`src/rtl/sdram_pkg.sv`:
```
// Shared SDRAM definitions: pad command encodings, arbiter state type and
// default bus widths used by the command arbiter slice.
package sdram_pkg;

    localparam int ADDR_W_DEFAULT = 13;
    localparam int BA_W_DEFAULT   = 2;

    // {cs_n, ras_n, cas_n, we_n}
    localparam logic [3:0] CMD_NOP         = 4'b0111;
    localparam logic [3:0] CMD_PRECHARGE   = 4'b0010;
    localparam logic [3:0] CMD_REFRESH     = 4'b0001;
    localparam logic [3:0] CMD_MODEREG_SET = 4'b0000;
    localparam logic [3:0] CMD_ACTIVE      = 4'b0011;
    localparam logic [3:0] CMD_WRITE       = 4'b0100;
    localparam logic [3:0] CMD_READ        = 4'b0101;

    typedef enum logic [2:0] {
        ST_INIT,
        ST_ARBIT,
        ST_AREF,
        ST_WRITE,
        ST_READ
    } arb_state_e;

endpackage

```
`src/rtl/sdram_cmd_arbiter_if.sv`:
```
// Bundle of init-sequencer, engine handshake and pad signals around the
// SDRAM command arbiter. slave = arbiter side, master = engines/pads side.
interface sdram_cmd_arbiter_if
    import sdram_pkg::*;
#(
    parameter int ADDR_W = ADDR_W_DEFAULT,
    parameter int BA_W   = BA_W_DEFAULT
);

    logic              init_end_flag;
    logic [3:0]        init_cmd;
    logic [ADDR_W-1:0] init_addr;

    logic              ref_en;
    logic              ref_done;
    logic [3:0]        ref_cmd;

    logic              wr_req;
    logic              wr_en;
    logic              wr_done;
    logic [3:0]        wr_cmd;
    logic [BA_W-1:0]   wr_ba;
    logic [ADDR_W-1:0] wr_addr;

    logic              rd_req;
    logic              rd_en;
    logic              rd_done;
    logic [3:0]        rd_cmd;
    logic [BA_W-1:0]   rd_ba;
    logic [ADDR_W-1:0] rd_addr;

    logic [3:0]        sdram_cmd;
    logic [BA_W-1:0]   sdram_ba;
    logic [ADDR_W-1:0] sdram_addr;
    logic              ref_miss;

    modport slave (
        input  init_end_flag, init_cmd, init_addr,
        input  ref_done, ref_cmd,
        input  wr_req, wr_done, wr_cmd, wr_ba, wr_addr,
        input  rd_req, rd_done, rd_cmd, rd_ba, rd_addr,
        output ref_en, wr_en, rd_en,
        output sdram_cmd, sdram_ba, sdram_addr, ref_miss
    );

    modport master (
        output init_end_flag, init_cmd, init_addr,
        output ref_done, ref_cmd,
        output wr_req, wr_done, wr_cmd, wr_ba, wr_addr,
        output rd_req, rd_done, rd_cmd, rd_ba, rd_addr,
        input  ref_en, wr_en, rd_en,
        input  sdram_cmd, sdram_ba, sdram_addr, ref_miss
    );

endinterface

```
`src/rtl/sdram_ref_timer.sv`:
```
// Periodic auto-refresh request generator with sticky missed-refresh flag.
// Counter is held at zero until initialisation has completed.
module sdram_ref_timer #(
    parameter int REF_CYCLES = 780
) (
    input  logic clk_i,
    input  logic rst_i,
    input  logic init_end_flag_i,
    input  logic aref_entry_i,
    output logic ref_req_o,
    output logic ref_miss_o
);

    localparam int CNT_W = (REF_CYCLES > 1) ? $clog2(REF_CYCLES) : 1;
    localparam logic [CNT_W-1:0] CNT_LAST = CNT_W'(REF_CYCLES - 1);

    logic [CNT_W-1:0] cnt_q, cnt_d;
    logic             ref_req_q, ref_req_d;
    logic             ref_miss_q, ref_miss_d;
    logic             tc;

    // Interval counter and request/miss bookkeeping; a terminal count on the
    // AREF-entry cycle re-arms the request instead of counting as a miss.
    always_comb begin
        tc         = init_end_flag_i && (cnt_q == CNT_LAST);
        cnt_d      = '0;
        if (init_end_flag_i && !tc) begin
            cnt_d = cnt_q + 1'b1;
        end
        ref_req_d  = tc | (ref_req_q & ~aref_entry_i);
        ref_miss_d = ref_miss_q | (tc & ref_req_q & ~aref_entry_i);
    end

    // State registers.
    always_ff @(posedge clk_i or posedge rst_i) begin
        if (rst_i) begin
            cnt_q      <= '0;
            ref_req_q  <= 1'b0;
            ref_miss_q <= 1'b0;
        end else begin
            cnt_q      <= cnt_d;
            ref_req_q  <= ref_req_d;
            ref_miss_q <= ref_miss_d;
        end
    end

    assign ref_req_o  = ref_req_q;
    assign ref_miss_o = ref_miss_q;

endmodule

```
`src/rtl/sdram_cmd_arbiter.sv`:
```
// SDRAM command/address pin owner: passes the init sequencer through until
// init completes, then grants the pins to refresh, write or read engines.
module sdram_cmd_arbiter
    import sdram_pkg::*;
#(
    parameter int REF_CYCLES = 780,
    parameter int ADDR_W     = ADDR_W_DEFAULT,
    parameter int BA_W       = BA_W_DEFAULT
) (
    input logic               sysclk_100M,
    input logic               rst,
    sdram_cmd_arbiter_if.slave bus
);

    arb_state_e        state_q, state_d;
    logic              first_q, first_d;
    logic              last_wr_q, last_wr_d;
    logic              ref_en_q, wr_en_q, rd_en_q;
    logic              ref_req;
    logic              ref_miss;
    logic              aref_entry;
    logic [3:0]        pad_cmd;
    logic [BA_W-1:0]   pad_ba;
    logic [ADDR_W-1:0] pad_addr;

    sdram_ref_timer #(
        .REF_CYCLES (REF_CYCLES)
    ) u_ref_timer (
        .clk_i           (sysclk_100M),
        .rst_i           (rst),
        .init_end_flag_i (bus.init_end_flag),
        .aref_entry_i    (aref_entry),
        .ref_req_o       (ref_req),
        .ref_miss_o      (ref_miss)
    );

    // Next-state: refresh first, then round-robin between write and read.
    // first_q marks the entry cycle, when the engine cannot yet have seen
    // its enable, so a done there is stale and ignored.
    always_comb begin
        state_d    = state_q;
        last_wr_d  = last_wr_q;
        aref_entry = 1'b0;
        case (state_q)
            ST_INIT:  if (bus.init_end_flag) state_d = ST_ARBIT;
            ST_ARBIT: begin
                if (ref_req) begin
                    state_d    = ST_AREF;
                    aref_entry = 1'b1;
                end else if (bus.wr_req && (!bus.rd_req || !last_wr_q)) begin
                    state_d   = ST_WRITE;
                    last_wr_d = 1'b1;
                end else if (bus.rd_req) begin
                    state_d   = ST_READ;
                    last_wr_d = 1'b0;
                end
            end
            ST_AREF:  if (!first_q && bus.ref_done) state_d = ST_ARBIT;
            ST_WRITE: if (!first_q && bus.wr_done)  state_d = ST_ARBIT;
            ST_READ:  if (!first_q && bus.rd_done)  state_d = ST_ARBIT;
            default:  state_d = ST_INIT;
        endcase
        first_d = (state_q == ST_ARBIT) && (state_d != ST_ARBIT);
    end

    // State and registered grant enables.
    always_ff @(posedge sysclk_100M or posedge rst) begin
        if (rst) begin
            state_q   <= ST_INIT;
            first_q   <= 1'b0;
            last_wr_q <= 1'b0;
            ref_en_q  <= 1'b0;
            wr_en_q   <= 1'b0;
            rd_en_q   <= 1'b0;
        end else begin
            state_q   <= state_d;
            first_q   <= first_d;
            last_wr_q <= last_wr_d;
            ref_en_q  <= (state_d == ST_AREF);
            wr_en_q   <= (state_d == ST_WRITE);
            rd_en_q   <= (state_d == ST_READ);
        end
    end

    // Pad mux selected by the registered owner.
    always_comb begin
        pad_cmd  = CMD_NOP;
        pad_ba   = '0;
        pad_addr = '0;
        case (state_q)
            ST_INIT: begin
                pad_cmd  = bus.init_cmd;
                pad_addr = bus.init_addr;
            end
            ST_AREF:  pad_cmd = bus.ref_cmd;
            ST_WRITE: begin
                pad_cmd  = bus.wr_cmd;
                pad_ba   = bus.wr_ba;
                pad_addr = bus.wr_addr;
            end
            ST_READ: begin
                pad_cmd  = bus.rd_cmd;
                pad_ba   = bus.rd_ba;
                pad_addr = bus.rd_addr;
            end
            default: ;
        endcase
    end

    assign bus.ref_en     = ref_en_q;
    assign bus.wr_en      = wr_en_q;
    assign bus.rd_en      = rd_en_q;
    assign bus.ref_miss   = ref_miss;
    assign bus.sdram_cmd  = pad_cmd;
    assign bus.sdram_ba   = pad_ba;
    assign bus.sdram_addr = pad_addr;

endmodule
```
`src/flat_wrapper.sv`:
```
// flat-port wrapper written by rule: the top's interface ports become plain ports
module sdram_cmd_arbiter_flat import sdram_pkg::*;
#(
    parameter int REF_CYCLES = 780,
    parameter int ADDR_W     = ADDR_W_DEFAULT,
    parameter int BA_W       = BA_W_DEFAULT
)
  (sysclk_100M, rst, bus_init_end_flag, bus_init_cmd, bus_init_addr, bus_ref_done, bus_ref_cmd, bus_wr_req, bus_wr_done, bus_wr_cmd, bus_wr_ba, bus_wr_addr, bus_rd_req, bus_rd_done, bus_rd_cmd, bus_rd_ba, bus_rd_addr, bus_ref_en, bus_wr_en, bus_rd_en, bus_sdram_cmd, bus_sdram_ba, bus_sdram_addr, bus_ref_miss);
  sdram_cmd_arbiter_if #(.ADDR_W(ADDR_W), .BA_W(BA_W)) bus_i ();
  input logic sysclk_100M;
  input logic rst;
  input wire logic [$bits(bus_i.init_end_flag)-1:0] bus_init_end_flag;
  input wire logic [$bits(bus_i.init_cmd)-1:0] bus_init_cmd;
  input wire logic [$bits(bus_i.init_addr)-1:0] bus_init_addr;
  input wire logic [$bits(bus_i.ref_done)-1:0] bus_ref_done;
  input wire logic [$bits(bus_i.ref_cmd)-1:0] bus_ref_cmd;
  input wire logic [$bits(bus_i.wr_req)-1:0] bus_wr_req;
  input wire logic [$bits(bus_i.wr_done)-1:0] bus_wr_done;
  input wire logic [$bits(bus_i.wr_cmd)-1:0] bus_wr_cmd;
  input wire logic [$bits(bus_i.wr_ba)-1:0] bus_wr_ba;
  input wire logic [$bits(bus_i.wr_addr)-1:0] bus_wr_addr;
  input wire logic [$bits(bus_i.rd_req)-1:0] bus_rd_req;
  input wire logic [$bits(bus_i.rd_done)-1:0] bus_rd_done;
  input wire logic [$bits(bus_i.rd_cmd)-1:0] bus_rd_cmd;
  input wire logic [$bits(bus_i.rd_ba)-1:0] bus_rd_ba;
  input wire logic [$bits(bus_i.rd_addr)-1:0] bus_rd_addr;
  output wire logic [$bits(bus_i.ref_en)-1:0] bus_ref_en;
  output wire logic [$bits(bus_i.wr_en)-1:0] bus_wr_en;
  output wire logic [$bits(bus_i.rd_en)-1:0] bus_rd_en;
  output wire logic [$bits(bus_i.sdram_cmd)-1:0] bus_sdram_cmd;
  output wire logic [$bits(bus_i.sdram_ba)-1:0] bus_sdram_ba;
  output wire logic [$bits(bus_i.sdram_addr)-1:0] bus_sdram_addr;
  output wire logic [$bits(bus_i.ref_miss)-1:0] bus_ref_miss;
  assign bus_i.init_end_flag = bus_init_end_flag;
  assign bus_i.init_cmd = bus_init_cmd;
  assign bus_i.init_addr = bus_init_addr;
  assign bus_i.ref_done = bus_ref_done;
  assign bus_i.ref_cmd = bus_ref_cmd;
  assign bus_i.wr_req = bus_wr_req;
  assign bus_i.wr_done = bus_wr_done;
  assign bus_i.wr_cmd = bus_wr_cmd;
  assign bus_i.wr_ba = bus_wr_ba;
  assign bus_i.wr_addr = bus_wr_addr;
  assign bus_i.rd_req = bus_rd_req;
  assign bus_i.rd_done = bus_rd_done;
  assign bus_i.rd_cmd = bus_rd_cmd;
  assign bus_i.rd_ba = bus_rd_ba;
  assign bus_i.rd_addr = bus_rd_addr;
  assign bus_ref_en = bus_i.ref_en;
  assign bus_wr_en = bus_i.wr_en;
  assign bus_rd_en = bus_i.rd_en;
  assign bus_sdram_cmd = bus_i.sdram_cmd;
  assign bus_sdram_ba = bus_i.sdram_ba;
  assign bus_sdram_addr = bus_i.sdram_addr;
  assign bus_ref_miss = bus_i.ref_miss;
  sdram_cmd_arbiter #(.REF_CYCLES(REF_CYCLES), .ADDR_W(ADDR_W), .BA_W(BA_W)) u_core (.sysclk_100M(sysclk_100M), .rst(rst), .bus(bus_i));
endmodule
```
`config.mk`:
```
export PLATFORM = sky130hd
export DESIGN_NAME = sdram_cmd_arbiter_flat
export DESIGN_NICKNAME = d
export VERILOG_FILES = /design/src/rtl/sdram_pkg.sv /design/src/rtl/sdram_cmd_arbiter_if.sv /design/src/rtl/sdram_ref_timer.sv /design/src/rtl/sdram_cmd_arbiter.sv /design/src/flat_wrapper.sv
export SDC_FILE = /design/constraint.sdc
export NUM_CORES = 1
export LEC_CHECK = 0
export CAP_MARGIN = 20
export CORE_MARGIN = 2
export CORE_UTILIZATION = 35
export DETAILED_ROUTE_END_ITERATION = 6
export PLACE_DENSITY = 0.77
export SETUP_SLACK_MARGIN = 0.3
export SLEW_MARGIN = 25
export SYNTH_ARGS = -nofsm -noshare
export SYNTH_HDL_FRONTEND = slang
export SYNTH_HIERARCHICAL = 1
export SYNTH_SLANG_ARGS = --single-unit
export TNS_END_PERCENT = 100
```
`constraint.sdc`:
```
create_clock -name sysclk_100M -period 2 [get_ports sysclk_100M]
set_clock_uncertainty 0.05 [all_clocks]
set_input_delay 0.4 -clock sysclk_100M [delete_from_list [all_inputs] [get_ports sysclk_100M]]
set_output_delay 0.4 -clock sysclk_100M [all_outputs]
set_load 0.1 [all_outputs]
```
==> results by group <==
Status
  – Outcome: finished, violations left
  – Failing checks: setup timing

STA
  – RSZ-0062 raised after global routing: yes
  – Worst rel slew slack: 70.2%
  – Final WS setup: -0.115 ns
  – Worst hold slack: 0.374 ns
  – Endpoints failing setup: 17
  – Period minus WS final: 2.12 ns
  – Hold Fails Final Rpt: 0
  – Achievable Freq: 0.473 GHz
  – Final period utilization: 106%
  – Count of pins over their slew limit: 0
  – Slew of the pin with the lowest slew margin: 0.446 ns

CTS
  – CTS root buf: clkbuf_8
  – CTS Sinks: 20
  – CTS tree: done
  – Number of buffers created by CTS: 3
  – Worst skew pair latency: 0.25 ns
  – H-tree depth: 1
  – Worst-case clock buffer depth: 2
  – Worst-path clk slew: about 0.070 ns
  – # hold bufs at CTS: 0

Floorplan
  – Starting Density: 36.4%
  – Die area: between 4000 and 5000 um2
  – I/O pins: 90
  – Die W: 68.5 um
  – Core area: around 4000 um2
  – Floorplan row count: 23
  – Die height: 68.5 um

Logic synthesis
  – Yosys reg bits: 20
  – Netlist cell types: 42
  – Ys Warns: 6
  – Area leader, netlist: dfrtp_1
  – Synth top area cells: dfrtp_1 34%, mux2i_1 10%, o21ai_0 6.9%
  – Netlist Area Pre-Place: 1460 um2
  – Most common flop cell mapped by yosys: dfrtp_1
  – Syn Inst Count: 162
  – Top-area cell type share of the netlist area: 34.4%
  – Seq/Total Area, Yosys: 34.4%
  – Post-synth EDFFs: 0
  – Syn Nets: 230
  – Synthesized area per cell: approximately 9 um2
  – Async S/R FF share, synth: 100%
  – Commonest cells post-synth: 20 x dfrtp_1, 20 x nand2_1, 20 x o21ai_0

Power
  – Worst vdd ir: roughly 0.0011 V
  – PwrDens: 1700 nW/um2
  – Pwr Total: 0.00494 W
  – Lkg Pwr: about 1.1 nW

Global route
  – Total GRT Usage: about 22%
  – GR Overflow Total: 0
  – First-pass GRT wire length: between 7000 and 8000 um
  – Vias in the first global route: ~1500
  – Largest net degree at the start of global routing: 17
  – Initial antenna violation count: 0

Flow run
  – Max cap viols: 0

Route
  – Avg Vias per Cell: 5.21
  – # DRC: 0
  – Wire per inst: about 18 um
  – First-pass iteration count of the detailed router: 4
  – Via Count: between 1500 and 2000
  – DR iter-0 viols: 31
  – Post-route ant nets: 0
  – Total routed wirelength: 5380 um

Final layout
  – Area Growth Syn to Fin: 99.9%
  – Post-route insts no fill: 307
  – Share of layout cells above drive strength 1: 31.5%
  – Final #Nets: 327
  – Diodes inserted: 0
  – Fill cells: 311
  – Final instance area: 2910 um2

Worst setup path
  – Reg-to-reg slack, setup: ~0.43 ns
  – CP Data Arrival Time: 1.67 ns
  – Setup crit end kind: output pin
  – Reg-to-Reg End: u_core/state_q[2]$_DFF_PP0_
  – Setup Crit Path Kind: reg2out
  – CP startpoint kind: register
  – Worst-path fanout max: 7
  – Critical Path RT: 1.55 ns
  – Worst R2R Path Depth: 4
  – Critical R2R Launch: u_core/state_q[1]$_DFF_PP0_

Placement
  – DP Wirelength: roughly 4200 um
  – Placer Congestion: 0.871
  – I/O Buffers: 89
  – Placed Cells: 300
  – Area after DPL: 2780 um2
  – Pre-CTS WS: -0.103 ns

Hold path
  – Worst Hold Class: in2async
critical path: stages, from the launching register on:
cell and delay, ns:
dfrtp_2 0.48, mux2_2 0.36, o22a_1 0.18, o22a_2 0.22, buf_12 0.17
repair_timing:
action | CTS | global route
buffers inserted | 2 | 1
gates resized for setup | 8 | 7
pin swaps | 3 | 3
gates cloned | 1 | 0
setup endpoints to repair | 21 | 29
registers in the layout, indices dropped and copies added (netlist names):
signal,cells
u_core/u_ref_timer/cnt_q,10
u_core/state_q,3
u_core/bus.rd_en,1
u_core/bus.ref_en,1
u_core/bus.wr_en,1
u_core/first_q,1
u_core/last_wr_q,1
u_core/u_ref_timer/ref_miss_o,1
u_core/u_ref_timer/ref_req_o,1
cell families after synthesis:
kind of cell / synth area share, %
compound gates: 22.2
xor+xnor: 1.80
fa+ha+maj: 0.859
buf+inv: 5.33
flops: 34.4
mux: 13.4
simple gates: 22.1
per-layer routing:
layer / part of all wire [%] / up-vias / GRT usage [%] / wire length (um)
li1: - / 777 / - / -
met1: 42 / 765 / 29.7 / 2270
met2: 49 / 56 / 36.9 / 2620
met3: 8.8 / 2 / 5.03 / 476
met4: 0.32 / 0 / 5.00 / 17
met5: 0 / - / 0 / 0
per-stage QoR:
step           util, %  setup TNS (ns)
6_report          72.8           -1.26
5_1_grt           72.8           -1.94
4_1_cts           71.6           -1.15
3_5_place_dp      69.5          -0.270
3_3_place_gp      69.5          -0.214
2_1_floorplan        -               0
report_power, final:
group | internal, W | switching [W] | total (W)
Clock | 0.000134 | 0.000123 | 0.000257
Combinational | 0.00154 | 0.00257 | 0.00411
Sequential | 0.000482 | 0.0000954 | 0.000577
Total | 0.00215 | 0.00279 | 0.00494
layout by cell type (no fill, tap or decap), types with 3 or more instances in the layout:
master / instances
clkbuf_8: 3
dfrtp_1: 17
buf_4: 9
dfrtp_2: 3
mux2i_2: 3
or3_1: 5
mux2i_1: 12
buf_12: 21
inv_1: 6
o22a_2: 3
nand2b_1: 3
o21ai_0: 6
nor2_1: 7
o22a_1: 3
nand2_1: 20
o21ai_4: 14
a21oi_1: 7
clkdlybuf4s50_1: 65
nand3_1: 5
layout make-up:
cell class | count | area, um2 | area share, %
clock buffers | 3 | 41.3 | 1.42
inverters | 7 | 26.3 | 0.902
multi-input cells | 129 | 1110 | 38.0
flip-flops and latches | 20 | 504 | 17.3
well taps | 50 | 62.6 | 2.15
repair buffers | 98 | 1170 | 40.2
worst max-delay path by stage:
| stage | end | startpoint | slack [ns] | depth (start not counted) |
|---|---|---|---|---|
| global route | bus_sdram_cmd[2] | u_core/state_q[1]$_DFF_PP0_ | -0.15 | 4 |
| CTS | bus_sdram_cmd[1] | u_core/state_q[1]$_DFF_PP0_ | -0.11 | 4 |
| global placement | bus_sdram_cmd[2] | bus_ref_cmd[2] | -0.09 | 5 |
| floorplan | bus_sdram_addr[10] | u_core/state_q[0]$_DFF_PP0_ | 0.03 | 4 |
| finish | bus_sdram_cmd[0] | u_core/state_q[1]$_DFF_PP0_ | -0.12 | 4 |
| detailed placement | bus_sdram_cmd[2] | bus_init_cmd[2] | -0.10 | 5 |
(Power assumes the default switching activity.)
